$ cat src/rtl/sound_sched_if.sv
// Speaker scheduler bus: copies of the game controller's lamp/HS/LOSE
// outputs plus the 10 kHz TICK strobe and MUTE, and the scheduler's outputs.
//   master : drives TICK, LAMP, LAMP_ENA, LOSE, HS, MUTE; observes SPK, BUSY
//   slave  : the scheduler itself
interface sound_sched_if;
    logic       TICK;
    logic [1:0] LAMP;
    logic       LAMP_ENA;
    logic       LOSE;
    logic       HS;
    logic       MUTE;
    logic       SPK;
    logic       BUSY;

    modport master (
        output TICK, LAMP, LAMP_ENA, LOSE, HS, MUTE,
        input  SPK, BUSY
    );

    modport slave (
        input  TICK, LAMP, LAMP_ENA, LOSE, HS, MUTE,
        output SPK, BUSY
    );
endinterface

$ cat src/rtl/sound_sched.sv
// Speaker scheduler: arbitrates the single speaker pin between lamp tones,
// a three-note high-score jingle and a lose jingle (LOSE_J > HS_J > LAMP > IDLE).
// Square-wave half-periods are counted in CLK cycles; note durations in TICKs.
// Ports:
//   CLK   : system clock
//   RST_N : asynchronous active-low reset
//   bus   : sound_sched_if.slave
//           in  TICK, LAMP[1:0], LAMP_ENA, LOSE, HS, MUTE
//           out SPK (square wave), BUSY (jingle playing); both registered
module sound_sched #(
    parameter int unsigned TONE0_HALF = 28409,
    parameter int unsigned TONE1_HALF = 22523,
    parameter int unsigned TONE2_HALF = 18939,
    parameter int unsigned TONE3_HALF = 14205,
    parameter int unsigned LOSE_HALF  = 60000,
    parameter int unsigned NOTE_TICKS = 1500,
    parameter int unsigned LOSE_TICKS = 8000
) (
    input  logic         CLK,
    input  logic         RST_N,
    sound_sched_if.slave bus
);

    function automatic int unsigned max2(input int unsigned a, input int unsigned b);
        return (a > b) ? a : b;
    endfunction

    localparam int unsigned HALF_MAX = max2(max2(max2(TONE0_HALF, TONE1_HALF),
                                                 max2(TONE2_HALF, TONE3_HALF)),
                                            LOSE_HALF);
    localparam int unsigned HALF_W   = $clog2(HALF_MAX + 1);
    localparam int unsigned TICK_MAX = max2(NOTE_TICKS, LOSE_TICKS);
    localparam int unsigned TICK_W   = $clog2(TICK_MAX + 1);

    typedef enum logic [1:0] {
        ST_IDLE   = 2'd0,
        ST_LAMP   = 2'd1,
        ST_HS_J   = 2'd2,
        ST_LOSE_J = 2'd3
    } state_t;

    state_t              state;
    state_t              state_n;
    logic                lose_q;
    logic                hs_q;
    logic [1:0]          lamp_q;
    logic [HALF_W-1:0]   half_cnt;
    logic [HALF_W-1:0]   half_n;
    logic [HALF_W-1:0]   half_sel;
    logic                phase;
    logic                phase_n;
    logic [TICK_W-1:0]   tick_cnt;
    logic [TICK_W-1:0]   tick_n;
    logic [1:0]          note_idx;
    logic [1:0]          note_n;
    logic                reload;
    logic                spk_q;
    logic                busy_q;

    logic lose_edge;
    logic hs_edge;
    logic note_done;
    logic lose_done;

    // Rising-edge detect; history regs reset to 0 so a level high at release counts.
    assign lose_edge = bus.LOSE & ~lose_q;
    assign hs_edge   = bus.HS & ~hs_q;
    assign note_done = (tick_cnt == TICK_W'(NOTE_TICKS));
    assign lose_done = (tick_cnt == TICK_W'(LOSE_TICKS));

    // Next state, note index, tick count and tone-reload request.
    always_comb begin
        state_n = state;
        note_n  = note_idx;
        tick_n  = tick_cnt;
        reload  = 1'b0;

        if (lose_edge) begin
            // Also restarts a running lose jingle; a coincident hs_edge is dropped.
            state_n = ST_LOSE_J;
            note_n  = 2'd0;
            tick_n  = '0;
            reload  = 1'b1;
        end else if (hs_edge && (state != ST_LOSE_J)) begin
            state_n = ST_HS_J;
            note_n  = 2'd0;
            tick_n  = '0;
            reload  = 1'b1;
        end else begin
            case (state)
                ST_HS_J: begin
                    if (note_done) begin
                        tick_n = '0;
                        if (note_idx == 2'd2) begin
                            state_n = bus.LAMP_ENA ? ST_LAMP : ST_IDLE;
                            note_n  = 2'd0;
                        end else begin
                            note_n = note_idx + 2'd1;
                            reload = 1'b1;
                        end
                    end else if (bus.TICK) begin
                        tick_n = tick_cnt + 1'b1;
                    end
                end
                ST_LOSE_J: begin
                    if (lose_done) begin
                        state_n = bus.LAMP_ENA ? ST_LAMP : ST_IDLE;
                        tick_n  = '0;
                    end else if (bus.TICK) begin
                        tick_n = tick_cnt + 1'b1;
                    end
                end
                default: begin
                    state_n = bus.LAMP_ENA ? ST_LAMP : ST_IDLE;
                    note_n  = 2'd0;
                    tick_n  = '0;
                end
            endcase
        end

        // Any state change, or a lamp switch while lamp tone is playing, restarts the tone.
        if (state_n != state) begin
            reload = 1'b1;
        end
        if ((state == ST_LAMP) && (state_n == ST_LAMP) && (bus.LAMP != lamp_q)) begin
            reload = 1'b1;
        end
    end

    // Half-period reload value (HALF-1) for the tone that plays next cycle.
    always_comb begin
        half_sel = HALF_W'(TONE0_HALF - 1);
        case (state_n)
            ST_LAMP: begin
                case (bus.LAMP)
                    2'd0:    half_sel = HALF_W'(TONE0_HALF - 1);
                    2'd1:    half_sel = HALF_W'(TONE1_HALF - 1);
                    2'd2:    half_sel = HALF_W'(TONE2_HALF - 1);
                    default: half_sel = HALF_W'(TONE3_HALF - 1);
                endcase
            end
            ST_HS_J: begin
                case (note_n)
                    2'd0:    half_sel = HALF_W'(TONE0_HALF - 1);
                    2'd1:    half_sel = HALF_W'(TONE2_HALF - 1);
                    default: half_sel = HALF_W'(TONE3_HALF - 1);
                endcase
            end
            ST_LOSE_J: half_sel = HALF_W'(LOSE_HALF - 1);
            default:   half_sel = HALF_W'(TONE0_HALF - 1);
        endcase
    end

    // Square-wave generator; counters hold while idle.
    always_comb begin
        half_n  = half_cnt;
        phase_n = phase;
        if (state_n != ST_IDLE) begin
            if (reload) begin
                half_n  = half_sel;
                phase_n = 1'b0;
            end else if (half_cnt == '0) begin
                half_n  = half_sel;
                phase_n = ~phase;
            end else begin
                half_n = half_cnt - 1'b1;
            end
        end
    end

    // State and registered outputs; SPK follows the new phase in the load cycle.
    always_ff @(posedge CLK or negedge RST_N) begin
        if (!RST_N) begin
            state    <= ST_IDLE;
            lose_q   <= 1'b0;
            hs_q     <= 1'b0;
            lamp_q   <= 2'd0;
            half_cnt <= '0;
            phase    <= 1'b0;
            tick_cnt <= '0;
            note_idx <= 2'd0;
            spk_q    <= 1'b0;
            busy_q   <= 1'b0;
        end else begin
            state    <= state_n;
            lose_q   <= bus.LOSE;
            hs_q     <= bus.HS;
            lamp_q   <= bus.LAMP;
            half_cnt <= half_n;
            phase    <= phase_n;
            tick_cnt <= tick_n;
            note_idx <= note_n;
            spk_q    <= phase_n & ~bus.MUTE & (state_n != ST_IDLE);
            busy_q   <= (state_n == ST_HS_J) || (state_n == ST_LOSE_J);
        end
    end

    assign bus.SPK  = spk_q;
    assign bus.BUSY = busy_q;

endmodule

$ cat src/flat_wrapper.sv
// flat-port wrapper written by rule: the top's interface ports become plain ports
module sound_sched_flat 
#(
    parameter int unsigned TONE0_HALF = 28409,
    parameter int unsigned TONE1_HALF = 22523,
    parameter int unsigned TONE2_HALF = 18939,
    parameter int unsigned TONE3_HALF = 14205,
    parameter int unsigned LOSE_HALF  = 60000,
    parameter int unsigned NOTE_TICKS = 1500,
    parameter int unsigned LOSE_TICKS = 8000
)
  (CLK, RST_N, bus_TICK, bus_LAMP, bus_LAMP_ENA, bus_LOSE, bus_HS, bus_MUTE, bus_SPK, bus_BUSY);
  sound_sched_if bus_i ();
  input  logic CLK;
  input  logic RST_N;
  input wire logic [$bits(bus_i.TICK)-1:0] bus_TICK;
  input wire logic [$bits(bus_i.LAMP)-1:0] bus_LAMP;
  input wire logic [$bits(bus_i.LAMP_ENA)-1:0] bus_LAMP_ENA;
  input wire logic [$bits(bus_i.LOSE)-1:0] bus_LOSE;
  input wire logic [$bits(bus_i.HS)-1:0] bus_HS;
  input wire logic [$bits(bus_i.MUTE)-1:0] bus_MUTE;
  output wire logic [$bits(bus_i.SPK)-1:0] bus_SPK;
  output wire logic [$bits(bus_i.BUSY)-1:0] bus_BUSY;
  assign bus_i.TICK = bus_TICK;
  assign bus_i.LAMP = bus_LAMP;
  assign bus_i.LAMP_ENA = bus_LAMP_ENA;
  assign bus_i.LOSE = bus_LOSE;
  assign bus_i.HS = bus_HS;
  assign bus_i.MUTE = bus_MUTE;
  assign bus_SPK = bus_i.SPK;
  assign bus_BUSY = bus_i.BUSY;
  sound_sched #(.TONE0_HALF(TONE0_HALF), .TONE1_HALF(TONE1_HALF), .TONE2_HALF(TONE2_HALF), .TONE3_HALF(TONE3_HALF), .LOSE_HALF(LOSE_HALF), .NOTE_TICKS(NOTE_TICKS), .LOSE_TICKS(LOSE_TICKS)) u_core (.CLK(CLK), .RST_N(RST_N), .bus(bus_i));
endmodule
$ cat config.mk
export PLATFORM = sky130hd
export DESIGN_NAME = sound_sched_flat
export DESIGN_NICKNAME = d
export VERILOG_FILES = /design/src/rtl/sound_sched_if.sv /design/src/rtl/sound_sched.sv /design/src/flat_wrapper.sv
export SDC_FILE = /design/constraint.sdc
export NUM_CORES = 1
export LEC_CHECK = 0
export BUFFER_PORTS_ARGS = -buffer_cell sky130_fd_sc_hd__buf_2
export CORE_ASPECT_RATIO = 0.75
export CORE_MARGIN = 2
export CORE_UTILIZATION = 50
export DETAILED_ROUTE_END_ITERATION = 10
export PLACE_DENSITY = 0.67
export SETUP_SLACK_MARGIN = 0.05
export SLEW_MARGIN = 20
export SYNTH_ARGS = -nofsm -noshare
export SYNTH_HDL_FRONTEND = slang
export SYNTH_SLANG_ARGS = --single-unit
export TNS_END_PERCENT = 50
$ cat constraint.sdc
create_clock -name CLK -period 3.9 [get_ports CLK]
set_input_delay 0.195 -clock CLK [delete_from_list [all_inputs] [get_ports CLK]]
set_output_delay 0.195 -clock CLK [all_outputs]
set_load 0.01 [all_outputs]
# After elaboration in Yosys (flattened, before gate mapping)
# Index checks and enable logic that the tools add are counted.
# word_totals
reg_bits,40
input_bits,9
word_cells,77
# op_classes
addsub,3
n_eq_ne,15
n_mux,33
n_bitwise,8
n_reduce_logical,8
# ops
op,count
2-to-1 mux 13 bit,5
case mux 16 bit (3 select lines),1
case mux 15 bit (3 select lines),1
2-to-1 mux 16 bit,2
case mux 15 bit (2 select lines),1
case mux 13 bit (2 select lines),1
2-to-1 mux 2 bit,9
zero test 16 bit,1
subtractor 16 x 1 -> 16 bit (second input constant),1
adder 13 x 1 -> 13 bit (second input constant),1
equality test 13 x 11 -> 1 bit (second input constant),1
equality test 13 bit (second input constant),1
equality test 2 bit (second input constant),6
2-to-1 mux 1 bit,11
equality test 2 x 1 -> 1 bit (second input constant),4
case mux 2 bit (2 select lines),2
AND 1 bit,4
zero test 2 bit,2
inequality test 2 bit,2
NOT 1 bit,4
logical AND 1 bit,3
adder 2 x 1 -> 2 bit (second input constant),1
inequality test 2 bit (second input constant),1
nonzero test 2 bit,1
logical OR 1 bit,1

# Depth between registers and ports, before layout
# Gate-level depths: netlist of run 1.
# depth
word_depth,14
ltp_mapped,13

# Worst setup path before layout of run 1
# OpenSTA, ideal clock, no wires.
# synth_path
path_type,register to register
startpoint,reg u_core.tick_cnt[9]
endpoint,reg u_core.half_cnt[10]
setup_ns,0.119
arrival_time_ns,2.515
required_time_ns,3.781
setup_slack_ns,1.266
path_stages_with_launch,10
synth_period_minus_slack_ns,2.634
cell_sequence,dfrtp_1 or4b_4 nor4_4 o21ai_1 or4b_1 nand2_1 buf_2 or3_1 a21oi_1 nor2_1
# synth_between
elab_chain_cells,10
word_cells_on_any_way,30
classes_between,eq/ne (7); mux (19); reduce/logical (4)
# synth_lines
item,line_no,source
"start, declared",sound_sched.sv:52,logic [TICK_W-1:0] tick_cnt;
"start signal, assigned",sound_sched.sv:191,tick_cnt <= tick_n;
equality test 13 x 11 -> 1 bit or equality test 13 bit (tied branches),"sound_sched.sv:68, sound_sched.sv:69",
2-to-1 mux 2 bit (on tied branches),"sound_sched.sv:92, sound_sched.sv:106",
case mux 2 bit (2 select lines),sound_sched.sv:90,case (state)
2-to-1 mux 2 bit,sound_sched.sv:84,end else if (hs_edge && (state != ST_LOSE_J)) begin
2-to-1 mux 2 bit,sound_sched.sv:78,if (lose_edge) begin
equality test 2 x 1 -> 1 bit (tied with other cells),sound_sched.sv:143,case (note_n)
case mux 15 bit (2 select lines) or logical AND 1 bit (tied branches),"sound_sched.sv:143, sound_sched.sv:125",
case mux 16 bit (3 select lines) or logical AND 1 bit (tied branches),"sound_sched.sv:133, sound_sched.sv:125",
2-to-1 mux 16 bit or 2-to-1 mux 1 bit (tied branches),"sound_sched.sv:162, sound_sched.sv:125",
2-to-1 mux 16 bit,sound_sched.sv:159,if (reload) begin
"end signal, assigned",sound_sched.sv:189,half_cnt <= half_n;
"end, declared",sound_sched.sv:47,logic [HALF_W-1:0] half_cnt;
# Parallel ways exist; a longest one is shown, timed or not.
# A chain may end at the register's enable or synchronous reset.

# Worst setup path after layout of run 1
# layout_path
startpoint,reg u_core.tick_cnt[0]
endpoint,reg u_core.half_cnt[0]
# layout_between
elab_chain_cells,10
word_cells_on_any_way,23
classes_between,eq/ne (6); mux (14); reduce/logical (3)
# layout_lines
item
branches (longest 10 deep; another with case mux 16 bit (3 select lines))
# Parallel ways; which one is timed is not known.

==> results of run 1 <==
## power breakdown
group          total (W)  internal, W  leakage, nW  switching [W]
clock network   0.000340     0.000190       0.0552       0.000150
logic           0.000186    0.0000747        0.630       0.000111
registers       0.000489     0.000446        0.481      0.0000429
## critical path: stages, from the launching register on
cell     delay (ns)
dfrtp_1        0.44
inv_1          0.08
ha_1           0.18
or3b_2         0.49
nor4_4         0.36
nand2_2        0.12
a31oi_4        0.32
inv_2          0.18
nor2_2         0.46
a21oi_1        0.24
o21ai_0        0.21
nand2_1        0.07
## area by class of cell
type,instances,area (um2)
Fill cell,449,2150
Multi-Input combinational cell,231,1460
Sequential cell,40,1000
Timing Repair Buffer,14,80.1
Tap cell,60,75.1
Clock buffer,6,72.6
Inverter,15,56.3
Clock inverter,2,35.0
## cell usage in the layout, fill, tap and decap left out, types with 4 or more instances in the layout
cell	netlist	layout
buf_4	0	4
ha_1	9	9
nand3_1	10	10
o21ai_1	4	4
a21oi_1	14	14
or3_1	5	5
dfrtp_1	40	40
o21ai_0	12	12
nand2_1	28	28
buf_2	5	10
nor3_1	15	15
clkbuf_8	0	5
nand4_1	7	7
nor2b_1	4	4
nand2b_1	6	6
and3_1	7	7
nor2_1	40	40
and4_1	4	4
inv_1	14	14
xor2_1	11	11
xnor2_1	5	5
## registers in the layout, summed over array words and instances (netlist names)
register,cells
u_core.half_cnt,16
u_core.tick_cnt,13
u_core.lamp_q,2
u_core.note_idx,2
u_core.state,2
u_core.bus.BUSY,1
u_core.bus.SPK,1
u_core.hs_q,1
u_core.lose_q,1
u_core.phase,1
## per-layer routing
| layer | vias up | track usage, % | share of wire (%) |
|---|---|---|---|
| met5 | - | 0 | 0 |
| met4 | 0 | 5.86 | 1.2 |
| met3 | 10 | 4.12 | 6.3 |
| met2 | 74 | 28.7 | 38 |
| met1 | 1047 | 37.9 | 54 |
| li1 | 1080 | - | - |
## kinds of logic after synthesis
kind of cell    after synthesis
mux                           3
flops                        40
buf+inv                      27
xor+xnor                     16
compound gates               56
simple gates                147
fa+ha+maj                     9
## worst paths after layout
check,startpoint,slack [ns],cells past startpoint,endpoint
max reg2reg,u_core.tick_cnt[0],0.63,11,u_core.half_cnt[0]
min,RST_N,0.01,1,u_core.tick_cnt[2]
max,u_core.tick_cnt[0],0.63,11,u_core.half_cnt[0]
min reg2reg,u_core.half_cnt[3],0.54,1,u_core.half_cnt[3]
min in group CLK,bus_LOSE,0.02,1,u_core.lose_q
max in group asynchronous,RST_N,3.32,1,u_core.half_cnt[6]
## metrics by stage
stage                     area, um2  worst slack [ns]  util (%)  cells
after floorplan                2570              1.27         -    298
after global placement         2670             0.788      54.2    360
after detailed placement       2670             0.683      54.2    360
after CTS                      2780             0.648      56.4    368
after global routing           2780             0.264      56.4    368
final                          2780             0.628      56.4    368
==> flow_summary_export.csv, run 1 <==
group,metric,value,unit
setup_path,critical_path.endpoint_type,"flop",
final_layout,numnets_final,325,
synthesis,ys_ff_latch,40,
global_routing,largest_net_degree_at_the_start_of_global_routing,41,
floorplan,placeableCoreArea,4930,um2
floorplan,dieArea,5730,um2
timing,slew_viol_final,0,
routing,detail_route.wl_per_cell,15.9,um
timing,timing.final.crit_period,3.27,ns
pwr,cellPowerDensity,365,nW/um2
timing,grt_setup_unrepaired,"no",
floorplan,initial_core_util,52.1,%
routing,dr_total_vias,2211,
cts,register_clock_pin_slew_on_the_reported_worst_setup_and_hold_paths,0.08,ns
synthesis,synth_top_area_cell,"dfrtp_1",
routing,detailed_router_s_first_iteration_violation_count,217,
routing,firstDrtPassIters,5,
pwr,report.power.total,0.00101,W
synthesis,async_flop_share,100,%
timing,max_slew.worst_pin.slew,0.889,ns
setup_path,cp-start-kind,"flop",
timing,setup_viol,0,
synthesis,ys_types,57,
cts,total_cts_buffers,5,
cts,ctsLongestPathBuffers,2,
synthesis,syn_area_per_cell,8.62,um2
cts,clock_latency_on_the_worst_skew_pair,0.30,ns
timing,finalHoldViolCount,0,
synthesis,synth_top_cells_by_area,"dfrtp_1 39%, nor2_1 5.8%, ha_1 4.4%",
routing,detail_route.drc_violations,0,
place,hpwl,4.28,mm
routing,route.detailed.vias_per_inst,6.01,
synthesis,complex_gate_fraction_of_the_synthesized_area,15.4,%
global_routing,grt_usage,22.7,%
cts,tritoncts,"done",
synthesis,dominant_combinational_cell_family_by_area_after_synthesis,"simple AND/OR/NAND/NOR gates",
floorplan,ios,11,
synthesis,synth_sequential_area_ratio,39.0,%
timing,final_min_period_over_clock_period,83.9,%
synthesis,synth-simple-area-share,30.4,%
cts,ctsHoldBuffers,0,
synthesis,synth-xor-area-share,5.46,%
outcome,status,"finished, final reports clean",
final_layout,syn_to_final_growth,8.24,%
routing,drt-total-wl,5.84,mm
floorplan,die_height,66.1,um
synthesis,postSynth.topFlopCell,"dfrtp_1",
cts,post_cts_resized,0,
setup_path,path_max_fanout,14,
synthesis,synth_nets,316,
synthesis,synth.area.mux_share,1.22,%
timing,achievable-frequency,306,MHz
cts,post-cts-setup-buffer-count,0,
global_routing,initial_antenna_violation_count,0,
pwr,p_leak,1.17,nW
timing,relSlewSlack,40.7,%
synthesis,synth_top_area_share,39.0,%
global_routing,globalRouteOverflowTotal,0,
global_routing,grt_pass1_wl,9.99,mm
cts,cts_num_sinks,40,
synthesis,yosys.area_share.adder,4.39,%
synthesis,syn-cell-area,2570,um2
worst_hold_path,worstHoldPathType,"input port to asynchronous set/reset pin",
routing,detail-route-antenna-nets,0,
setup_path,critPathKind,"flop to flop",
timing,finalSetupTns,0,ns
timing,timing.clock.skew,0.00877,ns
synthesis,synth_enable_flop_cells,0,
final_layout,drive_above_1_share,11.4,%
global_routing,grt_pass1_vias,1973,
synthesis,yosys_warnings,0,
pwr,irDropWorstVdd,0.231,mV
timing,timing.hold.ws,0.0132,ns
cts,ctsHtreeMaxLevel,2,
floorplan,rows,22,
final_layout,antenna_cells,0,
synthesis,synth_commonest_cells,"40 x dfrtp_1, 40 x nor2_1, 28 x nand2_1",
place,placement.io_buffers,10,
floorplan,die_x,86.7,um
cts,cts_root_buffer,"clkbuf_8",
setup_path,cp_data_required_time,4.08,ns
synthesis,netlist_instances,298,
place,gp_congestion,0.878,
setup_path,arrival,3.45,ns
run,max_cap_viols,0,
Note: power is estimated with default switching activity, not from simulation.
==> run 2, diff against run 1 <==
Settings changed: ABC_AREA from default to 1.
Clock period 3.9 ns to 3.13 ns, I/O delays scaled along.
==> flow_summary_export.csv, run 2 <==
group,metric,value,unit
outcome,status,"finished, violations left",
outcome,violations,"hold timing",
floorplan,die_x,87.3,um
synthesis,synth_top_area_share,38.5,%
final_layout,largest_register_ffs,16,
final_layout,top_register,"u_core.half_cnt",
setup_path,arrival,2.67,ns
synthesis,synth_sequential_area_ratio,38.5,%
synthesis,syn-cell-area,2600,um2
synthesis,synth_enable_flop_cells,0,
routing,firstDrtPassIters,4,
synthesis,synth_top_cells_by_area,"dfrtp_1 38%, nand2_1 13%, nor2_1 6.4%",
cts,cts_root_buffer,"clkbuf_8",
place,placement.io_buffers,10,
routing,route.detailed.vias_per_inst,5.03,
timing,setup_ws,0.646,ns
final_layout,fin_cells,421,
place,pre_cts_ws,0.656,ns
routing,detail_route.wl_per_cell,12.2,um
cts,total_cts_buffers,5,
setup_path,cp-start-kind,"flop",
timing,finalSetupTns,0,ns
cts,clock_latency_on_the_worst_skew_pair,0.29,ns
floorplan,rows,22,
cts,ctsLongestPathBuffers,2,
synthesis,ys_ff_latch,40,
cts,ctsHtreeMaxLevel,2,
global_routing,grt.met3_usage,3.72,%
synthesis,synth_top_area_cell,"dfrtp_1",
place,hpwl,3.92,mm
synthesis,ys_types,38,
timing,grt_setup_unrepaired,"no",
routing,detail-route-antenna-nets,0,
worst_hold_path,worstHoldPathType,"input port to asynchronous set/reset pin",
timing,finalHoldViolCount,25,
routing,detailed_router_s_first_iteration_violation_count,108,
pwr,p_leak,1.39,nW
timing,relSlewSlack,40.1,%
timing,timing.final.crit_period,2.48,ns
timing,setup_viol,0,
pwr,irDropWorstVdd,0.233,mV
setup_path,path_max_fanout,14,
place,dpl.cell_count,411,
setup_path,cp_data_required_time,3.32,ns
timing,slew_viol_final,0,
cts,cts_num_sinks,40,
routing,drt-total-wl,5.15,mm
global_routing,globalRouteMet1Util,31.1,%
global_routing,grt_usage,20.0,%
setup_path,critical_path.endpoint_type,"flop",
routing,dr_total_vias,2117,
floorplan,dieArea,5800,um2
pwr,cellPowerDensity,470,nW/um2
synthesis,syn_area_per_cell,7.54,um2
final_layout,layout.cells.most_common_list,"88 x nand2_1, 44 x nor2_1, 43 x inv_1",
final_layout,mostFrequentLayoutCell,"nand2_1",
synthesis,async_flop_share,100,%
global_routing,met2_grt_util,28.7,%
final_layout,antenna_cells,0,
floorplan,ios,11,
synthesis,yosys_warnings,0,
cts,register_clock_pin_slew_on_the_reported_worst_setup_and_hold_paths,0.08,ns
final_layout,largestRegisters,"u_core.half_cnt: 16 flops, u_core.tick_cnt: 13 flops",
place,gp_congestion,0.883,
global_routing,globalRouteOverflowTotal,0,
setup_path,critPathKind,"flop to flop",
synthesis,netlist_instances,345,
synthesis,postSynth.topFlopCell,"dfrtp_1",
synthesis,synth_nets,363,
global_routing,globalRoute.busiestLayer,"met1",
cts,tritoncts,"done",
global_routing,grt_pass1_wl,9.08,mm
synthesis,synthMostInstantiatedCell,"nand2_1",
routing,detail_route.drc_violations,0,
floorplan,initial_core_util,52.5,%
global_routing,initial_antenna_violation_count,0,
timing,final_min_period_over_clock_period,79.4,%
cts,post_cts_resized,0,
setup_path,r2r.worst_path.cells,16,
global_routing,grt_pass1_vias,1950,
final_layout,numnets_final,378,
final_layout,syn_to_final_growth,8.47,%
timing,timing.clock.skew,0.00678,ns
global_routing,largest_net_degree_at_the_start_of_global_routing,41,
timing,achievable-frequency,403,MHz
floorplan,die_height,66.5,um
run,max_cap_viols,0,
timing,timing.hold.ws,-0.0259,ns
floorplan,placeableCoreArea,4950,um2
final_layout,drive_above_1_share,13.9,%
timing,max_slew.worst_pin.slew,0.898,ns
synthesis,synth_commonest_cells,"88 x nand2_1, 44 x nor2_1, 43 x inv_1",
-- run 2: cell types whose count changed in the layout (fill, tap and decap cells not counted), sizes merged, moves of 6 or more --
cell	previous run	this run
nand2b	6	0
o21ai	16	8
nor3	15	9
inv	15	47
nand3	10	26
and3	7	0
nand2	29	97
-- run 2: worst paths after layout --
path	end	slack (ns)	start
setup / recovery	u_core.half_cnt[9]	0.65	u_core.tick_cnt[0]
hold / removal	u_core.tick_cnt[7]	-0.03	RST_N
setup reg to reg	u_core.half_cnt[9]	0.65	u_core.tick_cnt[0]
hold reg to reg	u_core.half_cnt[9]	0.49	u_core.half_cnt[9]
max in group asynchronous	u_core.lose_q	2.58	RST_N
min in group CLK	u_core.lamp_q[0]	0.05	bus_LAMP[0]
-- run 2: cell type report --
class | count | area [um2]
Clock inverter | 3 | 42.5
Timing Repair Buffer | 12 | 70.1
Inverter | 48 | 181
Fill cell | 446 | 2130
Tap cell | 60 | 75.1
Sequential cell | 40 | 1000
Clock buffer | 5 | 68.8
Multi-Input combinational cell | 253 | 1380
-- run 2: metrics by stage --
| step | power [W] | cell area, um2 | util, % |
|---|---|---|---|
| floorplan | 0.000841 | 2600 | - |
| global placement | 0.000904 | 2690 | 54.3 |
| detailed placement | 0.000908 | 2690 | 54.3 |
| CTS | 0.00134 | 2820 | 56.9 |
| global route | 0.00142 | 2820 | 56.9 |
| finish | 0.00133 | 2820 | 56.9 |
-- run 2: what timing repair did --
action	in CTS	in global routing
hold endpoints to repair	2	0
setup buffers	0	0
hold buffers	2	0
-- run 2: layer usage --
layer  wire (um)  share of wire (%)  up-vias
met1        2950                 57      959
met5           0                  0        -
li1            -                  -     1120
met4          44               0.85        0
met2        1960                 38       33
met3         195                3.8        5
-- run 2: logic make-up (layout without fill, tap and decap cells) --
| family | after synthesis | in the layout | share of synthesized area [%] |
|---|---|---|---|
| simple gates | 195 | 195 | 34.4 |
| compound gates | 28 | 28 | 7.32 |
| flops | 40 | 40 | 38.5 |
| fa+ha+maj | 9 | 9 | 4.33 |
| xor+xnor | 21 | 21 | 7.07 |
| buf+inv | 52 | 68 | 8.37 |
-- run 2: worst max-delay path, cell delays in order, from the launching register on --
cell	delay [ns]
dfrtp_1	0.37
inv_1	0.06
ha_1	0.19
nand2_1	0.08
nor2_1	0.05
nand3_2	0.11
nand2_2	0.10
nand2_1	0.09
nand2_1	0.28
nand2_1	0.17
nand2_1	0.10
nor2_4	0.16
nand3_4	0.21
nand2_1	0.22
nand2_1	0.08
o21ai_2	0.05
nand2_1	0.06
-- run 2: where the power goes --
group	total, W	internal [W]	leakage (nW)	switching [W]
clock network	0.000422	0.000236	0.0541	0.000186
registers	0.000603	0.000562	0.486	0.0000407
logic	0.000302	0.000104	0.849	0.000198
